**src/rtl/neuro_pkg.sv**
```systemverilog
// Shared types and helpers for the neuromorphic signal chain (neurons, synapses, decoders).
package neuro_pkg;

  typedef enum logic {
    IDLE  = 1'b0,
    COUNT = 1'b1
  } rate_dec_state_t;

  localparam int SAT_W = 32;

  // Increment by inc, clamping at maxv; callers zero-extend narrower counters to SAT_W.
  function automatic logic [SAT_W-1:0] sat_inc(input logic [SAT_W-1:0] a,
                                               input logic             inc,
                                               input logic [SAT_W-1:0] maxv);
    if (inc && (a < maxv)) begin
      sat_inc = a + SAT_W'(1);
    end else begin
      sat_inc = a;
    end
  endfunction

endpackage

```
**src/rtl/spike_rate_decoder_if.sv**
```systemverilog
// Valid/ready output channel carrying one window spike count and its saturation flag.
interface spike_rate_decoder_if #(
  parameter int CNT_W = 8
);

  logic [CNT_W-1:0] rate_out;
  logic             rate_sat;
  logic             rate_valid;
  logic             rate_ready;

  modport master (
    output rate_out,
    output rate_sat,
    output rate_valid,
    input  rate_ready
  );

  modport slave (
    input  rate_out,
    input  rate_sat,
    input  rate_valid,
    output rate_ready
  );

endinterface

```
**src/rtl/spike_rate_decoder_timer.sv**
```systemverilog
// Window timer: IDLE/COUNT state and the in-window cycle counter for the rate decoder.
module spike_window_timer
  import neuro_pkg::*;
#(
  parameter int WINDOW = 256
) (
  input  logic clk,
  input  logic reset,
  input  logic enable,
  output logic counting,
  output logic window_close
);

  localparam int              WIN_W = $clog2(WINDOW);
  localparam logic [WIN_W-1:0] LAST = WIN_W'(WINDOW - 1);

  rate_dec_state_t  state_q;
  logic [WIN_W-1:0] win_cnt_q;

  always_ff @(posedge clk) begin
    if (reset) begin
      state_q   <= IDLE;
      win_cnt_q <= '0;
    end else begin
      case (state_q)
        IDLE: begin
          win_cnt_q <= '0;
          if (enable) state_q <= COUNT;
        end
        COUNT: begin
          if (!enable) begin
            state_q   <= IDLE;
            win_cnt_q <= '0;
          end else if (win_cnt_q == LAST) begin
            win_cnt_q <= '0;
          end else begin
            win_cnt_q <= win_cnt_q + WIN_W'(1);
          end
        end
        default: begin
          state_q   <= IDLE;
          win_cnt_q <= '0;
        end
      endcase
    end
  end

  // A cycle where enable has just dropped is already part of the discarded window.
  assign counting     = (state_q == COUNT) && enable;
  assign window_close = counting && (win_cnt_q == LAST);

endmodule

```
**src/rtl/spike_rate_decoder.sv**
```systemverilog
// Counts spikes per fixed window, buffers each count on a valid/ready channel and tracks an EMA.
module spike_rate_decoder
  import neuro_pkg::*;
#(
  parameter int WINDOW    = 256,
  parameter int CNT_W     = 8,
  parameter int AVG_SHIFT = 2
) (
  input  logic                  clk,
  input  logic                  reset,
  input  logic                  enable,
  input  logic                  spike_in,
  spike_rate_decoder_if.master  rate_if,
  output logic [CNT_W-1:0]      avg_out,
  output logic                  overrun
);

  localparam logic [CNT_W-1:0] CNT_MAX = '1;
  localparam int               EW      = CNT_W + 1;

  logic counting;
  logic window_close;

  spike_window_timer #(
    .WINDOW(WINDOW)
  ) u_timer (
    .clk          (clk),
    .reset        (reset),
    .enable       (enable),
    .counting     (counting),
    .window_close (window_close)
  );

  logic [CNT_W-1:0]     spike_cnt_q, spike_cnt_d;
  logic                 sat_q, sat_d;
  logic [CNT_W-1:0]     inc_cnt;
  logic                 sample_sat;
  logic [CNT_W-1:0]     rate_q, rate_d;
  logic                 rate_sat_q, rate_sat_d;
  logic                 valid_q, valid_d;
  logic [CNT_W-1:0]     avg_q, avg_d;
  logic                 overrun_q, overrun_d;
  logic                 consume;
  logic                 load;
  logic signed [EW-1:0] err;
  logic signed [EW-1:0] err_shift;
  logic signed [EW-1:0] avg_next;

  always_comb begin
    inc_cnt    = CNT_W'(sat_inc(SAT_W'(spike_cnt_q), spike_in, SAT_W'(CNT_MAX)));
    sample_sat = sat_q | (spike_in && (spike_cnt_q == CNT_MAX));

    spike_cnt_d = inc_cnt;
    sat_d       = sample_sat;
    if (!counting || window_close) begin
      spike_cnt_d = '0;
      sat_d       = 1'b0;
    end

    // Consuming and loading in one cycle lets a new sample replace a full buffer.
    consume    = valid_q && rate_if.rate_ready;
    load       = window_close && (!valid_q || consume);
    rate_d     = rate_q;
    rate_sat_d = rate_sat_q;
    valid_d    = valid_q && !consume;
    if (load) begin
      rate_d     = inc_cnt;
      rate_sat_d = sample_sat;
      valid_d    = 1'b1;
    end
    overrun_d = overrun_q | (window_close && !load);

    // The result always lies between the old average and the sample; the clamp is a guard.
    err       = $signed({1'b0, inc_cnt}) - $signed({1'b0, avg_q});
    err_shift = err >>> AVG_SHIFT;
    avg_next  = $signed({1'b0, avg_q}) + err_shift;
    avg_d     = avg_q;
    if (window_close) begin
      if (avg_next < 0) begin
        avg_d = '0;
      end else if (avg_next > $signed({1'b0, CNT_MAX})) begin
        avg_d = CNT_MAX;
      end else begin
        avg_d = avg_next[CNT_W-1:0];
      end
    end
  end

  always_ff @(posedge clk) begin
    if (reset) begin
      spike_cnt_q <= '0;
      sat_q       <= 1'b0;
      rate_q      <= '0;
      rate_sat_q  <= 1'b0;
      valid_q     <= 1'b0;
      avg_q       <= '0;
      overrun_q   <= 1'b0;
    end else begin
      spike_cnt_q <= spike_cnt_d;
      sat_q       <= sat_d;
      rate_q      <= rate_d;
      rate_sat_q  <= rate_sat_d;
      valid_q     <= valid_d;
      avg_q       <= avg_d;
      overrun_q   <= overrun_d;
    end
  end

  assign rate_if.rate_out   = rate_q;
  assign rate_if.rate_sat   = rate_sat_q;
  assign rate_if.rate_valid = valid_q;
  assign avg_out            = avg_q;
  assign overrun            = overrun_q;

endmodule

```
**src/flat_wrapper.sv**
```systemverilog
// flat-port wrapper written by rule: the top's interface ports become plain ports
module spike_rate_decoder_flat import neuro_pkg::*;
#(
  parameter int WINDOW    = 256,
  parameter int CNT_W     = 8,
  parameter int AVG_SHIFT = 2
)
  (clk, reset, enable, spike_in, avg_out, overrun, rate_if_rate_out, rate_if_rate_sat, rate_if_rate_valid, rate_if_rate_ready);
  spike_rate_decoder_if #(.CNT_W(CNT_W)) rate_if_i ();
  input  logic clk;
  input  logic reset;
  input  logic enable;
  input  logic spike_in;
  output logic [CNT_W-1:0] avg_out;
  output logic overrun;
  output wire logic [$bits(rate_if_i.rate_out)-1:0] rate_if_rate_out;
  output wire logic [$bits(rate_if_i.rate_sat)-1:0] rate_if_rate_sat;
  output wire logic [$bits(rate_if_i.rate_valid)-1:0] rate_if_rate_valid;
  input wire logic [$bits(rate_if_i.rate_ready)-1:0] rate_if_rate_ready;
  assign rate_if_rate_out = rate_if_i.rate_out;
  assign rate_if_rate_sat = rate_if_i.rate_sat;
  assign rate_if_rate_valid = rate_if_i.rate_valid;
  assign rate_if_i.rate_ready = rate_if_rate_ready;
  spike_rate_decoder #(.WINDOW(WINDOW), .CNT_W(CNT_W), .AVG_SHIFT(AVG_SHIFT)) u_core (.clk(clk), .reset(reset), .enable(enable), .spike_in(spike_in), .rate_if(rate_if_i), .avg_out(avg_out), .overrun(overrun));
endmodule
```
**config.mk**
```make
export PLATFORM = sky130hd
export DESIGN_NAME = spike_rate_decoder_flat
export DESIGN_NICKNAME = d
export VERILOG_FILES = /design/src/rtl/neuro_pkg.sv /design/src/rtl/spike_rate_decoder_if.sv /design/src/rtl/spike_rate_decoder_timer.sv /design/src/rtl/spike_rate_decoder.sv /design/src/flat_wrapper.sv
export SDC_FILE = /design/constraint.sdc
export NUM_CORES = 1
export LEC_CHECK = 0
export CORE_UTILIZATION = 30
export DETAILED_ROUTE_END_ITERATION = 10
export PLACE_DENSITY = 0.53
export SLEW_MARGIN = 20
export SYNTH_ARGS = -nofsm -noshare
export SYNTH_HDL_FRONTEND = slang
export SYNTH_SLANG_ARGS = --single-unit
```
**constraint.sdc**
```tcl
create_clock -name clk -period 9.7 [get_ports clk]
set_input_delay 1.94 -clock clk [delete_from_list [all_inputs] [get_ports clk]]
set_output_delay 1.94 -clock clk [all_outputs]
set_load 0.02 [all_outputs]
```
Yosys cells after proc, flatten, opt, wreduce, memory -nomap -nowiden:

Cells that the tools add are included.

* latch bits: 0
* bits in writable memories: 0
* bits of input ports: 5
* bits in read-only memories: 0
* memories: 0
* register bits: 37
* output and inout port bits: 19
* logic and storage cells: 44

* $mul: 0
* add/sub/neg operators: 4
* divide/modulo/power cells: 0
* order comparisons: 3
* equality and inequality tests: 2
* reductions and logical operators: 15
* shifts and indexed selects: 0
* mux-type cells: 8
* bitwise operators: 3

Operators with widths (number)
* two-way mux 8 bit: 5
* adder 8 x 1 -> 8 bit (second input constant): 2
* equality test 8 bit (second input constant): 2
* one-hot mux 8 bit (2 select lines): 1
* adder 9 x 7 -> 9 bit: 1
* greater-than comparator 9 bit (second input constant): 1
* < comparator 9 x 1 -> 1 bit (second input constant): 1
* subtractor 8 x 8 -> 9 bit: 1
* logical AND 1 bit: 8
* < comparator 8 bit (second input constant): 1
* zero test 1 bit: 4
* logical OR 1 bit: 2
* two-way mux 1 bit: 2
* OR 1 bit: 2
* OR reduction 2 bit: 1
* inverter 1 bit: 1

Longest topological paths before layout:

* depth in word-level cells: 8
* mapped depth: 20
* mapped depth without buffers: 20

Modules after synthesis:

From an unflattened synthesis, not the netlist that was laid out.

* cells, all modules: 258
* area, all modules: 2199.6 sq um

Modules (own cells, without submodules)
* spike_rate_decoder: times used 1, cells an instance 214, area each 1813.0 sq um, seq. area each 560.5 sq um
* spike_window_timer: times used 1, cells an instance 44, area each 386.6 sq um, seq. area each 180.2 sq um

Worst setup path after synthesis:

No wires, ideal clock.

* kind: input port to flip-flop
* start point: in spike_in
* end point: reg u_core.avg_q[3] (netlist: u_core.avg_out[3])
* arrival: 5.372 ns
* path buffers: 0
* library setup time: 0.096 ns
* stages on the path: 18
* required time: 9.604 ns
* setup slack: 4.232 ns
* cells stage by stage: a21boi_4 mux2i_1 inv_1 ha_1 nor2b_1 o21a_1 o21ai_1 o21ai_2 a21bo_2 xor2_1 ha_1 a21oi_1 nand2_1 a211oi_1 o21bai_1 a21oi_1 xnor2_2 o41ai_2

* cells in the longest elaborated chain, start to end: 7
* elaborated cells between the ends (all ways): 8
* those cells by class: 2 x add/sub; 2 x order compare; 3 x mux; 1 x reduce/logical

Ends and longest elaborated chain
* from (decl): line flat_wrapper.sv:13 `input logic spike_in;`
* logical AND 1 bit *: line neuro_pkg.sv:15 `if (inc && (a < maxv)) begin`
* two-way mux 8 bit *: line neuro_pkg.sv:15
* named net u_core.inc_cnt[1]: line spike_rate_decoder.sv:36 `logic [CNT_W-1:0] inc_cnt;`
* subtractor 8 x 8 -> 9 bit *: line spike_rate_decoder.sv:74 `err = $signed({1'b0, inc_cnt}) - $signed({1'b0, avg_q});`
* adder 9 x 7 -> 9 bit *: line spike_rate_decoder.sv:76 `avg_next = $signed({1'b0, avg_q}) + err_shift;`
* greater-than comparator 9 bit: line spike_rate_decoder.sv:81 `end else if (avg_next > $signed({1'b0, CNT_MAX})) begin`
* two-way mux 8 bit: line spike_rate_decoder.sv:81
* two-way mux 8 bit *: line spike_rate_decoder.sv:79 `if (avg_next < 0) begin`
* to (signal assigned): line spike_rate_decoder.sv:104 `avg_q <= avg_d;`
* to (decl): line spike_rate_decoder.sv:41 `logic [CNT_W-1:0] avg_q, avg_d;`

Mark *: on every way through the listed nets, which the timed path passes. The rest lies on a longest branch.
A chain may end at the register's enable or synchronous reset.

Worst setup path after layout:

* start point: in spike_in
* end point: reg u_core.avg_q[4] (netlist: u_core.avg_out[4])

The elaborated chain is that of the path after synthesis.

==> results.py <==
metrics = {
    "die": {
        "dieHeight_um": 84.88,
        "core-area_mm2": 0.006495,
        "die_w_um": 84.88,
        "start_util": 0.3173,
        "num_rows": 29,
        "io_pins": 24,
        "die-area_mm2": 0.007205,
    },
    "critical_path": {
        "reg2regPathDepth": 20,
        "cp_top_family": "compound AO/OA/AOI/OAI gates",
        "startpoint": "spike_in",
        "cp_max_fo": 8,
        "rr_startpoint": "u_core.spike_cnt_q[0]",
        "crit_type": "input port to flip-flop",
        "worstPathArrival_ns": 6.20,
        "endpoint_kind": "flip-flop",
        "crit_end": "u_core.avg_out[4]",
        "rrSetupSlack_ns": 4.96,
        "crit_chain": "clkdlybuf4s50_1, a21boi_4, mux2i_1, inv_1, ha_1, nor2b_1, o21a_1, o21ai_1, o21ai_2, a21bo_2, xor2_1, ha_1, a21oi_1, nand2_1, a211oi_1, o21bai_1, a21oi_1, xnor2_2, o41ai_1",
        "cp.depth": 19,
        "critPathSlowestCell": "clkdlybuf4s50_1",
        "cp.required_ns": 9.89,
        "cpPeakStageDelay_ns": 0.48,
        "rr_endpoint": "u_core.avg_out[4]",
        "cp.buffers_inverters": 2,
        "crit_path_start_kind": "input port",
    },
    "sta": {
        "hold_viol_final": 0,
        "fin_crit_ns": 6.011,
        "tns_ns": 0,
        "period_share": 0.6197,
        "tightest_slew_ns": 0.8830,
        "rsz0062_at_grt": "false",
        "drv_slew": 0,
        "skew_ns": 0.005878,
        "slew_headroom": 0.4095,
        "setup_viol": 0,
        "fmax_ghz": 0.1663,
    },
    "cts": {
        "clkSlewWorstSetupHoldPaths_ns": 0.08,
        "cts_tree": "done",
        "cts_hold_buf": 0,
        "cts_sinks": 37,
        "root_buffer": "clkbuf_8",
        "postCtsSetupBuffers": 0,
        "post_cts_resized": 0,
        "htree_levels": 2,
        "cts_buffers": 5,
        "clock_latency_ns": 0.29,
        "cts_buffer_depth": 2,
    },
    "synth": {
        "yosysTopAreaCell": "dfxtp_1",
        "syn_avg_cell_area_um2": 8.999,
        "synthArstFlopShare": 0,
        "synthTopCellsByCount": "dfxtp_1 (37), nor2_1 (36), ha_1 (18)",
        "synth_top_area_share": 0.3594,
        "synth_area_mm2": 0.002061,
        "ys_seq_area_frac": 0.3594,
        "synth_cell_type_count": 41,
        "ys_seq_elements": 37,
        "synthCells": 229,
        "synth_warnings": 0,
        "synth.most_common_cell": "dfxtp_1",
        "synth_fp_nets": 253,
        "synth_edf_count": 0,
        "synth_area_leaders": "dfxtp_1 (36%), ha_1 (11%), nor2_1 (6.6%)",
        "ys.flop_type": "dfxtp_1",
    },
    "route": {
        "vias_per_cell": 4.897,
        "wl_per_cell_um": 12.40,
        "dr.first_iter.drc_count": 44,
        "wl_met3_um": 148,
        "num_vias": 1621,
        "wl_met2_um": 1851,
        "drc": 1,
        "route.top_layer_used": "met4",
        "drtPass1Iterations": 7,
        "drt-met1-wl_um": 2061,
        "ant_nets": 0,
        "wl_um": 4104,
    },
    "hold_path": {
        "hp-class": "flip-flop to flip-flop",
    },
    "power_and_ir_drop": {
        "clkPwrFrac": 0.468,
        "comb_power_share": 0.029,
        "pwr-share-seq": 0.503,
        "swShare": 0.2083,
        "p_switching_uw": 63.12,
        "irDropWorstVdd_mv": 0.06203,
        "p_per_area_mw_per_mm2": 121.8,
        "internal_power_uw": 239.9,
        "p_leak_uw": 0.0009729,
    },
    "final_layout": {
        "fillCellCount": 659,
        "layout.nets": 277,
        "stdcell_count": 331,
        "area_growth_pct": 20.77,
        "antennaDiodeCount": 0,
        "final_layout_size_suffix_gt1_frac": 0.07874,
    },
    "global_routing": {
        "antenna_found_initial": 0,
        "grt_pass1_wl_um": 7044,
        "grt_pass1_vias": 1514,
        "grt_max_degree": 26,
        "grtUsageTotal": 0.1233,
        "grt_remaining_overflow": 0,
    },
    "placement": {
        "portBuffers": 23,
        "dp_cells": 323,
        "dp_hpwl_um": 2993,
        "place_congestion": 0.8091,
    },
    "outcome": {
        "status": "finished with violations",
        "failed_checks": "design-rule violations",
    },
    "job": {
        "drv_cap": 0,
    },
}
[cells in the final DEF, fill, tap and decap left out, types with 2 or more instances in the layout]
| cell | count |
|---|---|
| a211oi_1 | 13 |
| a21o_1 | 2 |
| a21oi_1 | 9 |
| and4_1 | 2 |
| clkbuf_8 | 6 |
| clkdlybuf4s50_1 | 23 |
| dfxtp_1 | 37 |
| ha_1 | 18 |
| inv_1 | 17 |
| nand2_1 | 11 |
| nand3_1 | 7 |
| nand3b_1 | 8 |
| nand4_1 | 2 |
| nor2_1 | 36 |
| nor2b_1 | 3 |
| o21a_1 | 2 |
| o21ai_0 | 6 |
| o31ai_1 | 2 |
| o41ai_1 | 4 |
| o41ai_2 | 2 |
| or2_2 | 2 |
| or3_1 | 2 |
| xnor2_1 | 10 |
| xor2_1 | 9 |
[worst min-delay path by stage]
stage	startpoint	to	slack, ns	cells past startpoint
floorplan	u_core.u_timer.win_cnt_q[0]	u_core.u_timer.win_cnt_q[0]	0.42	1
global placement	u_core.u_timer.win_cnt_q[0]	u_core.u_timer.win_cnt_q[0]	0.43	1
detailed placement	u_core.u_timer.win_cnt_q[0]	u_core.u_timer.win_cnt_q[0]	0.44	1
CTS	u_core.u_timer.win_cnt_q[0]	u_core.u_timer.win_cnt_q[0]	0.46	1
global route	u_core.u_timer.win_cnt_q[0]	u_core.u_timer.win_cnt_q[0]	0.48	1
finish	u_core.u_timer.win_cnt_q[0]	u_core.u_timer.win_cnt_q[0]	0.45	1
[logic make-up (layout without fill, tap and decap cells)]
kind of cell | count (synthesis) | in the layout | synth area share
adder cells (fa/ha/maj) | 19 | 19 | 0.1190
buffers and inverters | 24 | 49 | 0.04372
AND/OR/NAND/NOR | 76 | 76 | 0.1761
flip-flops | 37 | 37 | 0.3594
multiplexers | 1 | 1 | 0.004858
AO/OA/AOI/OAI | 51 | 51 | 0.1949
XOR/XNOR | 21 | 21 | 0.1020
[cell type report]
class / count / area [µm²] / share of cell area
multi-input combinational: 168 / 1230 / 0.4942
sequential: 37 / 740.7 / 0.2976
timing repair buffer: 24 / 237.7 / 0.09553
tap: 77 / 96.34 / 0.03871
clock buffer: 6 / 82.58 / 0.03318
inverter: 17 / 63.81 / 0.02564
clock inverter: 2 / 37.54 / 0.01508
[worst register-to-register path, stage by stage (launching register included)]
cell      delay, ns
dfxtp_1        0.40
ha_1           0.24
and3_1         0.24
a21boi_4       0.32
mux2i_1        0.32
inv_1          0.08
ha_1           0.29
nor2b_1        0.13
o21a_1         0.17
o21ai_1        0.14
o21ai_2        0.13
a21bo_2        0.25
xor2_1         0.19
ha_1           0.29
a21oi_1        0.15
nand2_1        0.11
a211oi_1       0.31
o21bai_1       0.12
a21oi_1        0.24
xnor2_2        0.19
o41ai_1        0.34
[power groups by stage]
stage / combinational, µW / sequential, µW / clock, µW
2_1_floorplan: 5.69 / 156 / 0
5_1_grt: 9.55 / 153 / 153
6_report: 8.67 / 153 / 142
3_3_place_gp: 8.73 / 156 / 0
4_1_cts: 8.86 / 153 / 146
3_5_place_dp: 8.81 / 156 / 0
[metrics by stage]
stage	worst slack [ns]	area [µm²]	hold WS [ns]	utilization	power, µW
after floorplan	4.232	2061	0.4175	-	161.7
after global placement	3.483	2369	0.4338	0.3647	164.8
after detailed placement	3.401	2369	0.4405	0.3647	164.9
after CTS	3.667	2489	0.4578	0.3832	307.5
after global routing	3.250	2489	0.4769	0.3832	315.2
final	3.689	2489	0.4537	0.3832	303.0
[registers in the layout, indices dropped and copies added, names as in the netlist]
| name | flops |
|---|---|
| u_core.avg_out | 8 |
| u_core.overrun | 1 |
| u_core.rate_if.rate_out | 8 |
| u_core.rate_if.rate_sat | 1 |
| u_core.rate_if.rate_valid | 1 |
| u_core.sat_q | 1 |
| u_core.spike_cnt_q | 8 |
| u_core.u_timer.state_q | 1 |
| u_core.u_timer.win_cnt_q | 8 |
[per-layer routing]
layer / GRT usage / up-vias
met5: 0 / -
met2: 0.1951 / 22
met1: 0.1663 / 744
li1: - / 850
met3: 0.03113 / 5
met4: 0.03698 / 0
Note: power is estimated with default switching activity, not from simulation.
